File: src/rtl/mm_pkg.sv
// Shared types and constants for the result drain path.
// DRAIN_CHECKSUM_EN adds a checksum word per block and one address MSB.
package mm_pkg;

  localparam int DATA_W  = 16;
  localparam int LANES   = 16;
  localparam int BLK_W   = 4;
  localparam int LANE_W  = $clog2(LANES);
  localparam int BLOCK_W = DATA_W * LANES;
`ifdef DRAIN_CHECKSUM_EN
  localparam int ADDR_W  = BLK_W + LANE_W + 1;
`else
  localparam int ADDR_W  = BLK_W + LANE_W;
`endif

  typedef enum logic [1:0] {IDLE, DRAIN, CSUM} drain_state_e;

  typedef logic [BLOCK_W-1:0] block_t;
  typedef logic [DATA_W-1:0]  elem_t;

  // Lane 0 occupies the most significant element of the block.
  function automatic elem_t lane_extract(input block_t blk, input logic [LANE_W-1:0] lane);
    return blk[(LANES-1-int'(lane))*DATA_W +: DATA_W];
  endfunction

  function automatic elem_t lane_sum(input block_t blk);
    elem_t s;
    s = '0;
    for (int i = 0; i < LANES; i++) begin
      s = s + blk[i*DATA_W +: DATA_W];
    end
    return s;
  endfunction

endpackage

File: src/rtl/result_drain_if.sv
// Write-port handshake between the result drain and the output-matrix memory.
interface result_drain_if;

  logic                      wr_valid;
  logic                      wr_ready;
  mm_pkg::elem_t             wr_data;
  logic [mm_pkg::ADDR_W-1:0] wr_addr;

  modport master (output wr_valid, output wr_data, output wr_addr, input wr_ready);
  modport slave  (input wr_valid, input wr_data, input wr_addr, output wr_ready);

endinterface

File: src/rtl/result_drain_block_slot_buf.sv
// Active + one-deep pending block storage with capture, promote and drop rules.
// A freed active slot takes the pending block first, then a fresh capture.
module block_slot_buf
  import mm_pkg::*;
(
  input  logic             clock,
  input  logic             reset,
  input  logic             cap_vld,
  input  block_t           cap_blk,
  input  logic [BLK_W-1:0] cap_idx,
  input  logic             act_free,
  output block_t           act_blk,
  output logic [BLK_W-1:0] act_idx,
  output logic             act_load,
  output logic             pend_full,
  output logic             drop_err
);

  block_t           act_blk_q, act_blk_d;
  logic [BLK_W-1:0] act_idx_q, act_idx_d;
  block_t           pend_blk_q, pend_blk_d;
  logic [BLK_W-1:0] pend_idx_q, pend_idx_d;
  logic             pend_full_q, pend_full_d;
  logic             drop_err_q, drop_err_d;

  always_comb begin
    act_blk_d   = act_blk_q;
    act_idx_d   = act_idx_q;
    pend_blk_d  = pend_blk_q;
    pend_idx_d  = pend_idx_q;
    pend_full_d = pend_full_q;
    drop_err_d  = drop_err_q;
    act_load    = 1'b0;
    if (act_free && pend_full_q) begin
      act_blk_d = pend_blk_q;
      act_idx_d = pend_idx_q;
      act_load  = 1'b1;
      if (cap_vld) begin
        pend_blk_d = cap_blk;
        pend_idx_d = cap_idx;
      end else begin
        pend_full_d = 1'b0;
      end
    end else if (cap_vld) begin
      if (act_free) begin
        act_blk_d = cap_blk;
        act_idx_d = cap_idx;
        act_load  = 1'b1;
      end else if (!pend_full_q) begin
        pend_blk_d  = cap_blk;
        pend_idx_d  = cap_idx;
        pend_full_d = 1'b1;
      end else begin
        drop_err_d = 1'b1;
      end
    end
  end

  always_ff @(posedge clock or negedge reset) begin
    if (!reset) begin
      act_blk_q   <= '0;
      act_idx_q   <= '0;
      pend_blk_q  <= '0;
      pend_idx_q  <= '0;
      pend_full_q <= 1'b0;
      drop_err_q  <= 1'b0;
    end else begin
      act_blk_q   <= act_blk_d;
      act_idx_q   <= act_idx_d;
      pend_blk_q  <= pend_blk_d;
      pend_idx_q  <= pend_idx_d;
      pend_full_q <= pend_full_d;
      drop_err_q  <= drop_err_d;
    end
  end

  assign act_blk   = act_blk_q;
  assign act_idx   = act_idx_q;
  assign pend_full = pend_full_q;
  assign drop_err  = drop_err_q;

endmodule

File: src/rtl/result_drain.sv
// Drains 16-lane result blocks one word per clock; first word 1 clock after done rises,
// words hold under backpressure. DRAIN_CHECKSUM_EN appends a wrapping-sum word per block.
module result_drain
  import mm_pkg::*;
(
  input  logic             clock,
  input  logic             reset,
  input  logic             accumulator_done,
  input  block_t           block_in,
  input  logic [BLK_W-1:0] block_idx,
  result_drain_if.master   wr,
  output logic             busy,
  output logic             drop_err
);

  drain_state_e      state_q, state_d;
  logic [LANE_W-1:0] lane_q, lane_d;
  logic              done_q;
  logic              done_rise, hs, last_lane, fin, act_free, act_load, pend_full;
  block_t            act_blk;
  logic [BLK_W-1:0]  act_idx;

  assign done_rise = accumulator_done & ~done_q;
  assign hs        = wr.wr_valid & wr.wr_ready;
  assign last_lane = (lane_q == LANE_W'(LANES-1));
`ifdef DRAIN_CHECKSUM_EN
  assign fin = hs & (state_q == CSUM);
`else
  assign fin = hs & last_lane;
`endif
  // Active slot is reusable on the same edge as its final handshake.
  assign act_free = (state_q == IDLE) | fin;

  block_slot_buf u_slots (
    .clock     (clock),
    .reset     (reset),
    .cap_vld   (done_rise),
    .cap_blk   (block_in),
    .cap_idx   (block_idx),
    .act_free  (act_free),
    .act_blk   (act_blk),
    .act_idx   (act_idx),
    .act_load  (act_load),
    .pend_full (pend_full),
    .drop_err  (drop_err)
  );

  always_comb begin
    state_d = state_q;
    lane_d  = lane_q;
    case (state_q)
      IDLE: begin
        if (act_load) begin
          state_d = DRAIN;
          lane_d  = '0;
        end
      end
      DRAIN: begin
        if (hs) begin
          lane_d = lane_q + 1'b1;
          if (last_lane) begin
`ifdef DRAIN_CHECKSUM_EN
            state_d = CSUM;
`else
            state_d = act_load ? DRAIN : IDLE;
`endif
          end
        end
      end
`ifdef DRAIN_CHECKSUM_EN
      CSUM: begin
        if (hs) begin
          lane_d  = '0;
          state_d = act_load ? DRAIN : IDLE;
        end
      end
`endif
      default: state_d = IDLE;
    endcase
  end

  always_ff @(posedge clock or negedge reset) begin
    if (!reset) begin
      state_q <= IDLE;
      lane_q  <= '0;
      done_q  <= 1'b0;
    end else begin
      state_q <= state_d;
      lane_q  <= lane_d;
      done_q  <= accumulator_done;
    end
  end

  assign wr.wr_valid = (state_q != IDLE);
`ifdef DRAIN_CHECKSUM_EN
  assign wr.wr_data = (state_q == CSUM) ? lane_sum(act_blk) : lane_extract(act_blk, lane_q);
  assign wr.wr_addr = (state_q == CSUM) ? {1'b1, act_idx, {LANE_W{1'b1}}}
                                        : {1'b0, act_idx, lane_q};
`else
  assign wr.wr_data = lane_extract(act_blk, lane_q);
  assign wr.wr_addr = {act_idx, lane_q};
`endif
  assign busy = (state_q != IDLE) | pend_full;

endmodule

File: src/flat_wrapper.sv
// flat-port wrapper written by rule: the top's interface ports become plain ports
module result_drain_flat import mm_pkg::*;
  (clock, reset, accumulator_done, block_in, block_idx, busy, drop_err, wr_wr_valid, wr_wr_data, wr_wr_addr, wr_wr_ready);
  result_drain_if wr_i ();
  input  logic clock;
  input  logic reset;
  input  logic accumulator_done;
  input  block_t block_in;
  input  logic [BLK_W-1:0] block_idx;
  output logic busy;
  output logic drop_err;
  output wire logic [$bits(wr_i.wr_valid)-1:0] wr_wr_valid;
  output wire logic [$bits(wr_i.wr_data)-1:0] wr_wr_data;
  output wire logic [$bits(wr_i.wr_addr)-1:0] wr_wr_addr;
  input wire logic [$bits(wr_i.wr_ready)-1:0] wr_wr_ready;
  assign wr_wr_valid = wr_i.wr_valid;
  assign wr_wr_data = wr_i.wr_data;
  assign wr_wr_addr = wr_i.wr_addr;
  assign wr_i.wr_ready = wr_wr_ready;
  result_drain u_core (.clock(clock), .reset(reset), .accumulator_done(accumulator_done), .block_in(block_in), .block_idx(block_idx), .wr(wr_i), .busy(busy), .drop_err(drop_err));
endmodule
File: config.mk
export PLATFORM = sky130hd
export DESIGN_NAME = result_drain_flat
export DESIGN_NICKNAME = d
export VERILOG_FILES = /design/src/rtl/mm_pkg.sv /design/src/rtl/result_drain_if.sv /design/src/rtl/result_drain_block_slot_buf.sv /design/src/rtl/result_drain.sv /design/src/flat_wrapper.sv
export SDC_FILE = /design/constraint.sdc
export NUM_CORES = 1
export LEC_CHECK = 0
export CORE_MARGIN = 4
export CORE_UTILIZATION = 45
export DETAILED_ROUTE_END_ITERATION = 7
export HOLD_SLACK_MARGIN = 0.1
export PLACE_DENSITY = 0.79
export SLEW_MARGIN = 5
export SYNTH_ARGS = -nofsm -noshare
export SYNTH_HDL_FRONTEND = slang
export SYNTH_HIERARCHICAL = 1
export SYNTH_SLANG_ARGS = --single-unit
File: constraint.sdc
create_clock -name clock -period 2.4 [get_ports clock]
set_input_delay 0.36 -clock clock [delete_from_list [all_inputs] [get_ports clock]]
set_output_delay 0.36 -clock clock [all_outputs]
set_load 0.01 [all_outputs]
# [Yosys cells after proc, flatten, opt, wreduce, memory -nomap -nowiden]
# Index checks and enable logic that the tools add are counted.
[totals] output_inout_bits=27 ff_bits=529 elab_cells=71 inputBits=264
[classes] shift=1 n_bitwise=8 addsub=2 eq_ne=8 mux=31 n_reduce_logical=12
[op_table] op="2-to-1 mux 256 bit" n=8
[op_table] op="variable part select 256 x 32 -> 16 bit" n=1
[op_table] op="2-to-1 mux 4 bit" n=10
[op_table] op="AND reduction 3 bit" n=4
[op_table] op="!= test 2 x 1 -> 1 bit, second input constant" n=5
[op_table] op="2-to-1 mux 1 bit" n=8
[op_table] op="one-hot mux 4 bit (2 select lines)" n=1
[op_table] op="nonzero test 2 bit" n=4
[op_table] op="2-to-1 mux 2 bit" n=3
[op_table] op="subtractor 4 x 4 -> 5 bit, first input constant" n=1
[op_table] op="adder 4 x 1 -> 4 bit, second input constant" n=1
[op_table] op="== test 4 bit, second input constant" n=1
[op_table] op="one-hot mux 2 bit (2 select lines)" n=1
[op_table] op="AND reduction 4 bit" n=1
[op_table] op="AND 1 bit" n=3
[op_table] op="inverter 1 bit" n=3
[op_table] op="== test 2 x 1 -> 1 bit, second input constant" n=1
[op_table] op="zero test 2 bit" n=1
[op_table] op="!= test 2 bit, second input constant" n=1
[op_table] op="OR 1 bit" n=2
[op_table] op="AND reduction 2 bit" n=1
[op_table] op="logical AND 1 bit" n=1

# [Depth between registers and ports, before layout]
[depth] ltp_word=11 depth_mapped=10 depth_no_buf=9

# [Cells and area by module]
# The synthesis kept the hierarchy.
[modules_own_cells] module="block_slot_buf" area_each_um2=21635.8 n_inst=1 cells_per_inst=1691 seq_area_each_um2=13062.5
[modules_own_cells] module="result_drain" area_each_um2=2602.5 n_inst=1 cells_per_inst=234 seq_area_each_um2=150.1

# [Worst setup path after synthesis]
# OpenSTA, ideal clock, no wires.
[synth_path] path_kind="register to register" start="reg u_core.lane_q[2]" end="reg u_core.u_slots.pend_blk_q[155]" setup_slack_ps=236 n_path_buf=3 t_arrival_ps=2037 t_required_ps=2273 path_stages_with_launch=10 setup_time_ps=127 synth_period_minus_slack_ps=2164 cell_sequence="dfrtp_1 -> clkbuf_1 -> nand4_1 -> nand2_1 -> inv_1 -> ha_1 -> nand2_2 -> buf_4 -> buf_6 -> mux2_1"
[synth_via] elab_chain_len=6 word_cells_on_any_way=8 classes_between="eq/ne: 3; mux: 1; bitwise: 2; reduce/logical: 2"
[synth_rtl] item="from (decl)" line_no="result_drain.sv:17" rtl="logic [LANE_W-1:0] lane_q, lane_d;"
[synth_rtl] item="from (signal assigned)" line_no="result_drain.sv:89" rtl="lane_q <= lane_d;"
[synth_rtl] item="== test 4 bit (*)" line_no="result_drain.sv:25" rtl="assign last_lane = (lane_q == LANE_W'(LANES-1));"
[synth_rtl] item="AND 1 bit (*)" line_no="result_drain.sv:29" rtl="assign fin = hs & last_lane;"
[synth_rtl] item="OR 1 bit (*)" line_no="result_drain.sv:32" rtl="assign act_free = (state_q == IDLE) | fin;"
[synth_rtl] item="via u_core.act_free" line_no="result_drain.sv:19" rtl="logic done_rise, hs, last_lane, fin, act_free, act_load, pend_full;"
[synth_rtl] item="logical AND 1 bit" line_no="result_drain_block_slot_buf.sv:34" rtl="if (act_free && pend_full_q) begin"
[synth_rtl] item="!= test 2 x 1 -> 1 bit (no source line)"
[synth_rtl] item="AND reduction 3 bit (no source line)"
[synth_rtl] item="to (signal assigned)" line_no="result_drain_block_slot_buf.sv:70" rtl="pend_blk_q <= pend_blk_d;"
[synth_rtl] item="to (decl)" line_no="result_drain_block_slot_buf.sv:21" rtl="block_t pend_blk_q, pend_blk_d;"
# The timed path passes the listed nets; every way through them passes the cells marked *.
# A chain may end at the register's enable or synchronous reset.

# [Final worst setup path]
[layout_path] start="reg u_core.lane_q[0]" end="out wr_wr_data[5]"
[layout_via] elab_chain_len=2
[layout_rtl] item="subtractor 4 x 4 -> 5 bit" line_no="mm_pkg.sv:23" rtl="return blk[(LANES-1-int'(lane))*DATA_W +: DATA_W];"
[layout_rtl] item="variable part select 256 x 32 -> 16 bit" line_no="mm_pkg.sv:23"
[layout_rtl] item="to (decl)" line_no="flat_wrapper.sv:13" rtl="output wire logic [$bits(wr_i.wr_data)-1:0] wr_wr_data;"
# Every way passes these cells.

==> tab_implementation.tex <==
\begin{tabular}{lr}
\hline
Metric & Value \\
\hline
\multicolumn{2}{l}{\textbf{Floorplanning}} \\
Die outline width & 240 um \\
Die Area & a little under 60,000 sq um \\
Die extent in y & 240 um \\
Starting density of the core & 45.8\% \\
Number of top-level pins & a little under 300 \\
\# rows & 84 \\
Area of the core region & 53,000 sq um \\
\multicolumn{2}{l}{\textbf{Power and ir drop}} \\
Net switching fraction of the power & 36.3\% \\
Part of the total power dissipated in the clock network & about a fifth \\
Leakage component of the power & 14.8 nW \\
Relative contribution of sequential cells to total power & approximately 38\% \\
Cell internal power dissipation & 0.0274 W \\
Worst vdd ir & 0.631 mV \\
Gate power share & between 40\% and 50\% \\
PD cells & around 1300 nW/um\^{}2 \\
Net Sw Power & 0.0156 W \\
PnR Total Power & 0.0429 W \\
\multicolumn{2}{l}{\textbf{Logic synthesis}} \\
Flip-flop cell with the highest count after synthesis & dfrtp\_1 \\
Number of standard cells after synthesis & roughly 1.9k \\
Sequential area share after synthesis & 54.5\% \\
Synthesized Nets & 2,193 \\
Dominant combinational cell family by area after synthesis & multiplexers \\
Compound-Gate Fraction of Synth Area & under 10\% \\
Mux contribution to synthesized area & between 20\% and 30\% \\
Cell type with the largest total area after synthesis & dfrtp\_1 \\
Yosys reg bits & between 500 and 600 \\
Adder and majority gate portion of the synthesized area & less than 1\% \\
Async S/R FF share, synth & 100\% \\
Mean instance size in the synthesized netlist & 12.6 sq um \\
Largest cells by area after synthesis & dfrtp\_1 55\%, mux2i\_1 13\%, mux2\_1 9.3\%, o21ai\_0 5.8\%, nand2\_1 4.4\% \\
Most frequently used cell type in the post-synthesis netlist & dfrtp\_1 \\
Number of distinct library cells after synthesis & 34 \\
Post-synthesis share of cell area spent on xor and xnor gates & 0\% \\
Synth Cell Area & around 24,000 sq um \\
Count of yosys warnings during synthesis & 6 \\
Top cells by count, synth & 528 x dfrtp\_1, 325 x mux2i\_1, 283 x nand2\_1, 280 x o21ai\_0, 200 x mux2\_1 \\
Post-synthesis simple-gate area fraction & 4.66\% \\
Number of enable-type register cells in the synthesized netlist & 0 \\
Synth top area share & 54.5\% \\
\multicolumn{2}{l}{\textbf{Worst setup path}} \\
Reg-to-reg setup timing slack & -0.29 ns \\
Critical Path Fanout Max & 8 \\
Kind of capture point of the worst setup path & output pin \\
RR Startpoint & u\_core/lane\_q[0]\$\_DFFE\_PN0P\_ \\
Worst path cell trace & buf\_12 -> buf\_16 -> mux4\_2 -> a22oi\_1 -> nand2\_1 -> buf\_2 \\
Dominant delay contributor by cell family on the critical path & multiplexers \\
Critical Path Max Stage Delay & roughly 0.59 ns \\
First element of the critical path & u\_core/lane\_q[0]\$\_DFFE\_PN0P\_ \\
Type of the worst setup path & flip-flop to output pin \\
Element type at the critical path start & flip-flop \\
Slowest stage cell on the critical path & mux4\_2 \\
Number of logic stages on the critical path including buffering & 6 \\
WP data arrival & $\sim$2.6 ns \\
Logic depth of the worst register-to-register path & 13 \\
Destination of the worst register-to-register timing path & u\_core/u\_slots/act\_blk[117]\$\_DFFE\_PN0P\_ \\
Required arrival time at the worst endpoint & just over 2 ns \\
Total buffers and inverters traversed by the critical path & 3 \\
Worst setup path endpoint & wr\_wr\_data[5] \\
\multicolumn{2}{l}{\textbf{Timing}} \\
Hold Vio Cnt, Final & 0 \\
Number of endpoints failing setup at the final stage & 488 \\
Setup Total Neg Slack & -65.17 ns \\
Maximum achievable frequency & about 340 MHz \\
RSZ-0062 raised after global routing & yes \\
Final Skew & 0.0305 ns \\
Actual slew at the worst max-slew pin & about 0.64 ns \\
Worst path setup slack after routing & -0.556 ns \\
Final max-slew violation count & 0 \\
Worst slew margin & 57.0\% \\
Tcrit/Tclk final & 123\% \\
Time the final worst path needs with I/O delays and setup & roughly 3 ns \\
\multicolumn{2}{l}{\textbf{CTS}} \\
Root buffer cell & clkbuf\_16 \\
Clock sinks & between 500 and 600 \\
Worst-case clock buffer depth & 3 \\
\# H-tree levels & 2 \\
Clock transition at the registers of the reported paths & $\sim$0.07 ns \\
Clock tree from TritonCTS & yes \\
Number of buffers added by the clock tree synthesis step & 55 \\
Clock network latency to the later pin of the worst-skew pair & around 0.61 ns \\
\multicolumn{2}{l}{\textbf{Detailed routing}} \\
Met3 wirelength from detailed routing & around 8 mm \\
Final WL & 83.7 mm \\
Highest layer used for signal routing & met5 \\
Via count of the routed design & between 15k and 20k \\
Post-detailed-route DRC marker count & 0 \\
Detailed Route Iter0 Violations & about 2.1k \\
Routed Antenna Nets & 0 \\
Detailed-route wire length per cell & 26.7 um \\
Post-route met1 wirelength & between 30 and 40 mm \\
Avg Vias per Cell & approximately 6.0 \\
Length of the first detailed-routing pass in iterations & 7 \\
Met2 routed wirelength & between 30 and 40 mm \\
\multicolumn{2}{l}{\textbf{Worst hold path}} \\
Class of the tightest hold or removal check & primary input to asynchronous set/reset pin \\
\multicolumn{2}{l}{\textbf{Job}} \\
Maximum Capacitance Violations & 0 \\
\multicolumn{2}{l}{\textbf{Outcome}} \\
Status & finished with violations \\
Violated checks & setup timing \\
\multicolumn{2}{l}{\textbf{Global routing}} \\
Maximum number of pins on one net before global-route repair & roughly 120 \\
Total overflow reported by the global router & 0 \\
First-pass GRT wire length & about 110 mm \\
Number of global-route vias before repair & about 18k \\
Overall routing resource usage & about a quarter \\
Initial antenna violation count & 9 \\
\multicolumn{2}{l}{\textbf{Layout}} \\
Storage cell area & roughly 13,000 sq um \\
Area added between synthesis and finish & 41.3\% \\
Fraction of layout cells with a size suffix above 1 & between 20 and 30\% \\
Post-Layout Cell Count & roughly 3.1k \\
Number of filler cells placed in the layout & approximately 3.5k \\
Net count reported at finish & approximately 2.7k \\
Final core utilization & between 60\% and 70\% \\
Area of the multi-input gates & $\sim$11,000 sq um \\
\multicolumn{2}{l}{\textbf{Place}} \\
Placed instance count & 2,903 \\
HPWL after detailed placement & $\sim$52 mm \\
Port bufs & between 200 and 300 \\
Final Wtd Congestion & 0.897 \\
\hline
\end{tabular}
[how the worst min path moves through the flow]
stage          slack [ns]   from                                    end
2_1_floorplan        0.06  reset                u_core/done_q$_DFF_PN0_
3_3_place_gp         0.27  reset  u_core/u_slots/act_idx[1]$_DFFE_PN0P_
3_5_place_dp         0.27  reset  u_core/u_slots/act_idx[1]$_DFFE_PN0P_
4_1_cts              0.25  reset  u_core/u_slots/act_idx[3]$_DFFE_PN0P_
5_1_grt              0.28  reset  u_core/u_slots/act_idx[3]$_DFFE_PN0P_
6_report             0.24  reset  u_core/u_slots/act_idx[1]$_DFFE_PN0P_
[power by group through the flow]
stage | clock (W) | sequential [W] | combinational [W]
floorplan | 0 | 0.0148 | 0.00836
global placement | 0 | 0.0155 | 0.0129
detailed placement | 0 | 0.0158 | 0.0133
CTS | 0.00885 | 0.0158 | 0.0151
global route | 0.00929 | 0.0166 | 0.0187
finish | 0.00881 | 0.0163 | 0.0179
[placed cells by master (no fill, tap or decap), types with 8 or more instances in the layout]
master           synthesis  routed
clkinv_2                 0      15
buf_12                   0      50
o21ai_1                  0      97
mux2i_2                  0      44
mux2_1                 200     186
o21ai_0                280     156
mux4_2                  32      32
buf_8                    2      12
dfrtp_1                528     526
buf_4                   32     108
buf_6                   18      40
a22oi_2                  0      15
nand2_2                  1      29
mux2i_1                325     243
nand2_1                283     252
mux2_4                   0      14
mux2_2                  60      60
clkdlybuf4s50_1          0     273
buf_16                   0      30
mux2i_4                  0      38
a221oi_2                30      31
diode_2                  0       8
clkbuf_8                 0      11
clkbuf_16                0      96
o21ai_2                  0      26
[worst register-to-register path, cell delays in order (launching register included)]
cell	delay, ns
dfrtp_4	0.54
buf_12	0.16
buf_6	0.12
ha_4	0.16
nand4_1	0.13
nand2_2	0.10
buf_6	0.15
ha_4	0.19
o22ai_4	0.24
buf_12	0.21
buf_16	0.18
buf_16	0.16
nand2_1	0.06
o21ai_1	0.17
[cell type report]
class                      instances  share of cell area, %
antenna                            8                 0.0584
clock buffer                      74                   4.67
clock inverter                    28                  0.796
inverter                           3                 0.0329
multi-input combinational       1254                   32.8
sequential                       528                   38.6
tap                              688                   2.51
timing repair buffer             556                   20.5
[cell families (layout without fill, tap and decap cells)]
group / Yosys count / count (layout)
multiplexers: 617 / 617
flip-flops: 528 / 528
AO/OA/AOI/OAI: 335 / 335
AND/OR/NAND/NOR: 295 / 298
buffers and inverters: 146 / 661
adder cells (fa/ha/maj): 4 / 4
other: 0 / 8
[metal layers]
metal | track usage, % | up-vias
met5 | 0 | -
met4 | 7.85 | 4
met3 | 5.46 | 214
met2 | 40.9 | 990
met1 | 35.0 | 9619
li1 | - | 7873
[what timing repair did]
action,in CTS,in global routing
pin swaps,51,46
endpoints found under the hold margin,134,0
setup buffers,33,27
hold buffers,1,0
gates resized for setup,217,318
cloned,19,50
setup endpoints to repair,185,532
[state kept, by name, summed over array words and instances, names as in the netlist]
name,flops
u_core/u_slots/act_blk,256
u_core/u_slots/pend_blk_q,256
u_core/lane_q,4
u_core/u_slots/act_idx,4
u_core/u_slots/pend_idx_q,4
u_core/done_q,1
u_core/state_q,1
u_core/u_slots/drop_err,1
u_core/u_slots/pend_full,1
[per-stage QoR]
step | worst slack [ns] | cell area, sq um | hold WS (ns)
after floorplan | 0.236 | 24200 | 0.0644
after global placement | -0.559 | 28700 | 0.267
after detailed placement | -0.576 | 28700 | 0.272
after CTS | -0.532 | 32000 | 0.246
after global routing | -0.566 | 34200 | 0.278
final | -0.556 | 34300 | 0.239
Note: power is estimated with default switching activity, not from simulation.
